[src/rtl/p2s_lane_arbiter_pkg.sv]
`default_nettype none
// ============================================================================
//  Module      : p2s_lane_arbiter_pkg
//  Description : Lane symbol constants, state encoding and round-robin pick
//                shared by the lane arbiter, P2S and S2P blocks.
//  Revision    : 1.0 - initial release
// ============================================================================
package p2s_lane_arbiter_pkg;

    localparam int               LANE_WIDTH = 8;
    localparam logic [7:0]       LANE_COM   = 8'hBC;
    localparam logic [7:0]       LANE_IDLE  = 8'h7C;

    typedef enum logic {
        TRAIN  = 1'b0,
        ACTIVE = 1'b1
    } lane_state_t;

    // Returns the channel to serve; when both hold data the one not served last wins.
    function automatic logic rr_pick(input logic full0, input logic full1,
                                     input logic last_grant);
        if (full0 && full1) begin
            return ~last_grant;
        end
        return full1;
    endfunction

endpackage
`default_nettype wire

[src/rtl/p2s_lane_if.sv]
`default_nettype none
// ============================================================================
//  Module      : p2s_lane_if
//  Description : Two byte channels in, one lane symbol stream out.
//  Revision    : 1.0 - initial release
// ============================================================================
interface p2s_lane_if import p2s_lane_arbiter_pkg::*; #(
    parameter int WIDTH = LANE_WIDTH
) ();

    logic [WIDTH-1:0] data_in0;
    logic             valid_in0;
    logic             ready_out0;
    logic [WIDTH-1:0] data_in1;
    logic             valid_in1;
    logic             ready_out1;
    logic [WIDTH-1:0] data_out;
    logic             valid_out;
    logic             grant_out;
    logic             active_out;

    modport slave (
        input  data_in0, valid_in0, data_in1, valid_in1,
        output ready_out0, ready_out1, data_out, valid_out, grant_out, active_out
    );

    modport master (
        output data_in0, valid_in0, data_in1, valid_in1,
        input  ready_out0, ready_out1, data_out, valid_out, grant_out, active_out
    );

endinterface
`default_nettype wire

[src/rtl/p2s_lane_arbiter_hold_buf.sv]
`default_nettype none
// ============================================================================
//  Module      : lane_hold_buf
//  Description : One-entry channel holding register with full flag and a
//                registered ready that stays low while the entry is occupied.
//  Revision    : 1.0 - initial release
// ============================================================================
module lane_hold_buf #(
    parameter int WIDTH = 8
) (
    input  wire logic             clk,
    input  wire logic             reset,
    input  wire logic             enable,
    input  wire logic [WIDTH-1:0] in_data,
    input  wire logic             in_valid,
    input  wire logic             drain,
    output logic                  ready,
    output logic                  full,
    output logic [WIDTH-1:0]      data
);

    logic             r_ready;
    logic             r_full;
    logic [WIDTH-1:0] r_data;
    logic             w_accept;
    logic             w_full_next;

    assign w_accept    = in_valid & r_ready;
    assign w_full_next = (r_full & ~drain) | w_accept;

    // Ready follows the next full value, so a slot drained this edge reopens only next cycle.
    always_ff @(posedge clk) begin
        if (reset) begin
            r_ready <= 1'b0;
            r_full  <= 1'b0;
            r_data  <= '0;
        end else begin
            r_full  <= w_full_next;
            r_ready <= enable & ~w_full_next;
            if (w_accept) begin
                r_data <= in_data;
            end
        end
    end

    assign ready = r_ready;
    assign full  = r_full;
    assign data  = r_data;

endmodule
`default_nettype wire

[src/rtl/p2s_lane_arbiter.sv]
`default_nettype none
// ============================================================================
//  Module      : p2s_lane_arbiter
//  Description : Sends a COM training burst after reset, then round-robin
//                shares the serializer lane between two buffered channels.
//  Revision    : 1.0 - initial release
// ============================================================================
module p2s_lane_arbiter import p2s_lane_arbiter_pkg::*; #(
    parameter int               WIDTH        = LANE_WIDTH,
    parameter int               TRAIN_CYCLES = 4,
    parameter logic [WIDTH-1:0] COM          = WIDTH'(LANE_COM),
    parameter logic [WIDTH-1:0] IDLE         = WIDTH'(LANE_IDLE)
) (
    input  wire logic   clk,
    input  wire logic   reset,
    p2s_lane_if.slave   lane
);

    localparam int               CNT_W      = (TRAIN_CYCLES > 1) ? $clog2(TRAIN_CYCLES) : 1;
    localparam logic [CNT_W-1:0] LAST_TRAIN = CNT_W'(TRAIN_CYCLES - 1);

    lane_state_t      r_state;
    logic [CNT_W-1:0] r_train_cnt;
    logic             r_last_grant;
    logic [WIDTH-1:0] r_data_out;
    logic             r_valid_out;
    logic             r_grant_out;
    logic             r_active_out;

    logic             w_train_done;
    logic             w_enable_next;
    logic             w_ready0;
    logic             w_ready1;
    logic             w_full0;
    logic             w_full1;
    logic [WIDTH-1:0] w_buf_data0;
    logic [WIDTH-1:0] w_buf_data1;
    logic             w_any;
    logic             w_pick;
    logic             w_drain0;
    logic             w_drain1;

    assign w_train_done  = (r_state == TRAIN) && (r_train_cnt == LAST_TRAIN);
    assign w_enable_next = (r_state == ACTIVE) || w_train_done;

    // Eligibility uses the full flags as they stand at the start of the cycle.
    assign w_any    = w_full0 | w_full1;
    assign w_pick   = rr_pick(w_full0, w_full1, r_last_grant);
    assign w_drain0 = (r_state == ACTIVE) && w_any && !w_pick;
    assign w_drain1 = (r_state == ACTIVE) && w_any &&  w_pick;

    lane_hold_buf #(.WIDTH(WIDTH)) u_buf0 (
        .clk      (clk),
        .reset    (reset),
        .enable   (w_enable_next),
        .in_data  (lane.data_in0),
        .in_valid (lane.valid_in0),
        .drain    (w_drain0),
        .ready    (w_ready0),
        .full     (w_full0),
        .data     (w_buf_data0)
    );

    lane_hold_buf #(.WIDTH(WIDTH)) u_buf1 (
        .clk      (clk),
        .reset    (reset),
        .enable   (w_enable_next),
        .in_data  (lane.data_in1),
        .in_valid (lane.valid_in1),
        .drain    (w_drain1),
        .ready    (w_ready1),
        .full     (w_full1),
        .data     (w_buf_data1)
    );

    always_ff @(posedge clk) begin
        if (reset) begin
            r_state      <= TRAIN;
            r_train_cnt  <= '0;
            r_last_grant <= 1'b1;
            r_data_out   <= '0;
            r_valid_out  <= 1'b0;
            r_grant_out  <= 1'b0;
            r_active_out <= 1'b0;
        end else begin
            case (r_state)
                TRAIN: begin
                    r_data_out  <= COM;
                    r_valid_out <= 1'b0;
                    r_train_cnt <= r_train_cnt + CNT_W'(1);
                    if (w_train_done) begin
                        r_state      <= ACTIVE;
                        r_active_out <= 1'b1;
                    end
                end
                ACTIVE: begin
                    if (w_any) begin
                        r_data_out   <= w_pick ? w_buf_data1 : w_buf_data0;
                        r_valid_out  <= 1'b1;
                        r_grant_out  <= w_pick;
                        r_last_grant <= w_pick;
                    end else begin
                        r_data_out  <= IDLE;
                        r_valid_out <= 1'b0;
                    end
                end
                default: begin
                    r_state <= TRAIN;
                end
            endcase
        end
    end

    assign lane.ready_out0 = w_ready0;
    assign lane.ready_out1 = w_ready1;
    assign lane.data_out   = r_data_out;
    assign lane.valid_out  = r_valid_out;
    assign lane.grant_out  = r_grant_out;
    assign lane.active_out = r_active_out;

endmodule
`default_nettype wire

[src/flat_wrapper.sv]
// flat-port wrapper written by rule: the top's interface ports become plain ports
module p2s_lane_arbiter_flat import p2s_lane_arbiter_pkg::*;
#(
    parameter int               WIDTH        = LANE_WIDTH,
    parameter int               TRAIN_CYCLES = 4,
    parameter logic [WIDTH-1:0] COM          = WIDTH'(LANE_COM),
    parameter logic [WIDTH-1:0] IDLE         = WIDTH'(LANE_IDLE)
)
  (clk, reset, lane_data_in0, lane_valid_in0, lane_data_in1, lane_valid_in1, lane_ready_out0, lane_ready_out1, lane_data_out, lane_valid_out, lane_grant_out, lane_active_out);
  p2s_lane_if #(.WIDTH(WIDTH)) lane_i ();
  input  wire logic clk;
  input  wire logic reset;
  input wire logic [$bits(lane_i.data_in0)-1:0] lane_data_in0;
  input wire logic [$bits(lane_i.valid_in0)-1:0] lane_valid_in0;
  input wire logic [$bits(lane_i.data_in1)-1:0] lane_data_in1;
  input wire logic [$bits(lane_i.valid_in1)-1:0] lane_valid_in1;
  output wire logic [$bits(lane_i.ready_out0)-1:0] lane_ready_out0;
  output wire logic [$bits(lane_i.ready_out1)-1:0] lane_ready_out1;
  output wire logic [$bits(lane_i.data_out)-1:0] lane_data_out;
  output wire logic [$bits(lane_i.valid_out)-1:0] lane_valid_out;
  output wire logic [$bits(lane_i.grant_out)-1:0] lane_grant_out;
  output wire logic [$bits(lane_i.active_out)-1:0] lane_active_out;
  assign lane_i.data_in0 = lane_data_in0;
  assign lane_i.valid_in0 = lane_valid_in0;
  assign lane_i.data_in1 = lane_data_in1;
  assign lane_i.valid_in1 = lane_valid_in1;
  assign lane_ready_out0 = lane_i.ready_out0;
  assign lane_ready_out1 = lane_i.ready_out1;
  assign lane_data_out = lane_i.data_out;
  assign lane_valid_out = lane_i.valid_out;
  assign lane_grant_out = lane_i.grant_out;
  assign lane_active_out = lane_i.active_out;
  p2s_lane_arbiter #(.WIDTH(WIDTH), .TRAIN_CYCLES(TRAIN_CYCLES), .COM(COM), .IDLE(IDLE)) u_core (.clk(clk), .reset(reset), .lane(lane_i));
endmodule
[config.mk]
export PLATFORM = sky130hd
export DESIGN_NAME = p2s_lane_arbiter_flat
export DESIGN_NICKNAME = d
export VERILOG_FILES = /design/src/rtl/p2s_lane_arbiter_pkg.sv /design/src/rtl/p2s_lane_if.sv /design/src/rtl/p2s_lane_arbiter_hold_buf.sv /design/src/rtl/p2s_lane_arbiter.sv /design/src/flat_wrapper.sv
export SDC_FILE = /design/constraint.sdc
export NUM_CORES = 1
export LEC_CHECK = 0
export CAP_MARGIN = 20
export CORE_ASPECT_RATIO = 0.5
export CORE_MARGIN = 10
export CORE_UTILIZATION = 30
export DETAILED_ROUTE_END_ITERATION = 6
export GPL_TIMING_DRIVEN = 1
export PLACE_DENSITY = 0.56
export SYNTH_ARGS = -nofsm -noshare
export SYNTH_HDL_FRONTEND = slang
export SYNTH_HIERARCHICAL = 1
export SYNTH_SLANG_ARGS = --single-unit
[constraint.sdc]
create_clock -name clk -period 2 [get_ports clk]
set_input_delay 0.3 -clock clk [delete_from_list [all_inputs] [get_ports clk]]
set_output_delay 0.3 -clock clk [all_outputs]
set_load 0.02 [all_outputs]
==> impl.org <==
** Status
- Run status :: finished clean

** Placed design
- Weighted congestion reported at the end of routability-driven placement :: around 0.73
- Input/output buffers :: 32
- Number of placed instances, taps included :: 242
- Before CTS, the worst setup slack after placement is ~0.45 ns.
- Post-detail-place hpwl :: about 2400 um

** Power
- VDD sags by at most around 0.26 mV.
- The share of total power dissipated in combinational logic is 0.159.
- Power dissipated by switching net loads :: 375.7 uW
- The share of total power dissipated in sequential elements is 0.516.
- Cell area power density :: 773.2 mW/mm^2
- Switching part of the total :: 0.2538
- The analysis attributes to cell leakage a power of around 0.7 nW.
- Int Pwr :: about 1.1 mW
- The share of total power dissipated in the clock network is 0.325.

** Route
- Dividing the detail-routed wire length by the instance count gives ~13 um.
- The count of nets left with antenna violations once routing finished came out at 0.
- Wire length reported by the detailed router :: approximately 3200 um
- In the routed design, unresolved DRC markers number 0.
- In this run, the number of DRC markers left after iteration 0 of detailed routing was between 40 and 50.
- Vias :: between 1000 and 1500
- DR vias/cell :: about 4.4
- Before antenna repair, the detailed router went through 4 iterations.

** Logic synthesis
- Synthesized area per cell :: between 10 and 15 um^2
- Post-Synthesis Net Count :: approximately 170
- Number of enable flip-flop cells after synthesis :: 0
- Share of synthesized area occupied by flip-flops and latches :: 0.4694
- Top cell type by total area after synthesis :: dfxtp_1
- The number of different library cells used by synthesis comes to 29.
- Dominant register cell in the synthesized netlist :: dfxtp_1
- Synthesis produced 148 cells.
- The cell area that synthesis handed to floorplanning was about 0.0015 mm^2.
- Ys async rst share :: 0
- Area share of the largest cell type after synthesis :: 0.4694
- Area contributors post-synth :: dfxtp_1 47%, a21bo_2 8.0%, a21oi_1 8.0%, nand3_1 5.7%, buf_6 3.8%
- Yosys printed 6 warnings.
- Count of state elements after synthesis :: 35

** Worst setup path
- Crit path kind :: reg2out
- Maximum fanout along the worst path :: 2
- Total buffers and inverters traversed by the critical path :: 1
- The cell family contributing the most delay on the critical path is buffers and inverters.
- CP arrival :: ~1.2 ns
- Startpoint type of the worst setup path :: flop
- In this run the number of cells on the critical path is 1.
- Crit-path cells :: clkdlybuf4s50_1
- STA puts the critical path data required time at roughly 1.7 ns.
- Register-to-register setup slack :: between 0.7 and 0.8 ns
- Element type at the critical path end :: output port
- CP max-delay cell :: clkdlybuf4s50_1
- Path depth of the worst reg2reg path :: 4
- In this design, the stage delay of the slowest critical-path cell is 0.61 ns.

** Clock network
- TritonCTS built the clock tree.
- Worst-case clock buffer depth :: 2
- Clock Pin Slew Worst Setup and Hold Paths :: 0.07 ns
- In this run the post-CTS setup repair buffer count came out at 0.
- Post-CTS repair changed the size of 0 cells.
- CTS Buf Count :: 5
- Clock latency on the worst-skew pair, taken at its later pin, is ~0.28 ns.
- Master cell of the clock root buffer :: clkbuf_8
- CTS HTree Levels :: 2
- For this design, the CTS-stage hold fixing added 0 buffers.
- Clock tree sinks :: 35

** Die
- The floorplan step set the die height to roughly 70 um.
- Width of the die :: around 120 um
- Total core area :: just under 0.005 mm^2
- Total die area :: approximately 0.0084 mm^2
- For this configuration, the core starts out at a cell density of 0.3068.
- During I/O placement, the number of pins put on the boundary was 33.
- The initialized floorplan defines 18 standard-cell rows.

** Final layout
- Of the cells placed in the final design, the portion with a size suffix greater than 1 is 0.1944.
- Once layout is complete, the cells apart from fillers number 250.
- The layout has 501 filler cells.
- Combined area of the multi-input logic cells :: around 670 um^2
- Layout Nets :: 200
- Ant. Diodes :: 0
- At the end of the flow the core is filled with cells to 0.3935.
- Area growth syn-to-layout :: 28.25%
- Registers take roughly 700 um^2.

** STA
- FMAX :: approximately 0.66 GHz
- Across all setup checks in the final design, the least slack found is roughly 0.47 ns.
- Slew at the pin closest to its max-slew limit :: a little over 0.4 ns
- Final setup violation count :: 0
- In the finished design, the share of the clock period the worst path needs comes to 0.7625.
- The number of endpoints with negative hold slack in the final report came to 0.
- Setup TNS :: 0 ns
- Measured against its own limit, the worst slew margin works out to 0.7259.
- Clock Skew :: 0.003874 ns
- Total count of max-transition violations in the final report :: 0
- Setup repair after global routing left no endpoint under its margin.
- Final hold analysis gives a worst-case slack of approximately 0.46 ns.
- Final critical path time including I/O delays and setup :: around 1.5 ns

** Job
- MaxCap Viol Count :: 0

** Min path
- Hold depth :: 2
- The min-delay analysis places its worst path in the category reg2reg.

** GRT
- The number of global-route vias before repair was 1178.
- Pin count of the biggest net entering global routing :: 36
- Across every metal layer, demand over resource in global routing totals 0.08283.
- First-pass GRT wire length :: between 5000 and 6000 um
- The number of antenna violations at the first check in global routing came to 0.
- Global routing finished with a remaining overflow of 0.
## sequential cells by signal, indices dropped and copies added (netlist names)
| name | flops |
|---|---|
| u_core/lane.active_out | 1 |
| u_core/lane.data_out | 8 |
| u_core/lane.grant_out | 1 |
| u_core/lane.valid_out | 1 |
| u_core/r_last_grant | 1 |
| u_core/r_state | 1 |
| u_core/r_train_cnt | 2 |
| u_core/u_buf0/data | 8 |
| u_core/u_buf0/full | 1 |
| u_core/u_buf0/ready | 1 |
| u_core/u_buf1/data | 8 |
| u_core/u_buf1/full | 1 |
| u_core/u_buf1/ready | 1 |
## placed cells by master (no fill, tap or decap), drive strengths merged
| cell type | synthesis | routed |
|---|---|---|
| xor2 | 1 | 1 |
| ha | 1 | 1 |
| a21oi | 28 | 28 |
| nor4b | 2 | 2 |
| a21bo | 17 | 17 |
| nand2 | 5 | 5 |
| o21ba | 2 | 2 |
| nor2 | 8 | 8 |
| a31oi | 1 | 1 |
| nand3 | 17 | 17 |
| clkbuf | 3 | 7 |
| buf | 10 | 5 |
| clkdlybuf4s50 | 0 | 32 |
| clkinv | 0 | 1 |
| nand2b | 1 | 1 |
| nor2b | 3 | 3 |
| dfxtp | 35 | 35 |
| and2 | 2 | 2 |
| a22oi | 1 | 1 |
| or2 | 2 | 2 |
| mux2i | 3 | 3 |
| a21boi | 1 | 1 |
| nor3 | 2 | 2 |
| inv | 1 | 1 |
| o221a | 1 | 1 |
| o21ai | 1 | 1 |
## metrics by stage
stage / power [mW] / instance area (um^2)
detailed placement: 1.018 / 1833
floorplan: 0.9350 / 1493
global placement: 1.013 / 1833
finish: 1.480 / 1914
CTS: 1.502 / 1914
global route: 1.557 / 1914
## power groups by stage
stage / clock (mW) / sequential [mW] / combinational (mW)
2_1_floorplan: 0 / 0.788 / 0.147
4_1_cts: 0.498 / 0.765 / 0.239
6_report: 0.481 / 0.764 / 0.235
3_3_place_gp: 0 / 0.779 / 0.234
5_1_grt: 0.528 / 0.770 / 0.259
3_5_place_dp: 0 / 0.780 / 0.238
## worst paths after layout
check,start,endpoint
setup reg to reg,u_core/u_buf0/full,u_core/u_buf1/full
hold reg to reg,u_core/u_buf0/data[2],u_core/lane.data_out[2]
hold / removal,u_core/u_buf0/data[2],u_core/lane.data_out[2]
setup / recovery,u_core/lane.active_out,lane_active_out
## cell families after synthesis
family,synth area share
flops,0.4694
xor+xnor,0.005869
mux,0.02012
buf+inv,0.08130
simple gates,0.1534
fa+ha+maj,0.008381
compound gates,0.2615
## area by class of cell
cell class,count,area share
Clock buffer,7,0.03987
Inverter,1,0.001961
Timing Repair Buffer,37,0.1935
Multi-Input combinational cell,99,0.3503
Sequential cell,35,0.3660
Clock inverter,1,0.002614
Tap cell,70,0.04575
## metal layers
metal / wire length [um] / vias to the layer above / GRT usage / share of wire
met4: 76 / 0 / 0.04787 / 0.024
met3: 130 / 8 / 0.02807 / 0.040
li1: - / 578 / - / -
met5: 0 / - / 0 / 0
met2: 1490 / 14 / 0.1286 / 0.46
met1: 1516 / 500 / 0.09782 / 0.47
## worst min-delay path, delay by kind of cell (launching register included)
family | cells | cell delay (ns)
DFF | 1 | 0.32
AOI/OAI and AO/OA | 1 | 0.05
and+or+nand+nor | 1 | 0.06
## synth_stat cells, types with 2 or more instances
cell type,n
dfxtp_1,35
a21oi_1,24
nand3_1,17
a21bo_2,12
nor2_1,8
a21bo_1,5
buf_6,5
nand2_1,5
a21oi_2,4
clkbuf_1,3
mux2i_1,3
nor2b_1,3
and2_4,2
buf_4,2
buf_8,2
nor3_1,2
nor4b_2,2
o21ba_2,2
or2_1,2
(Power assumes the default switching activity.)
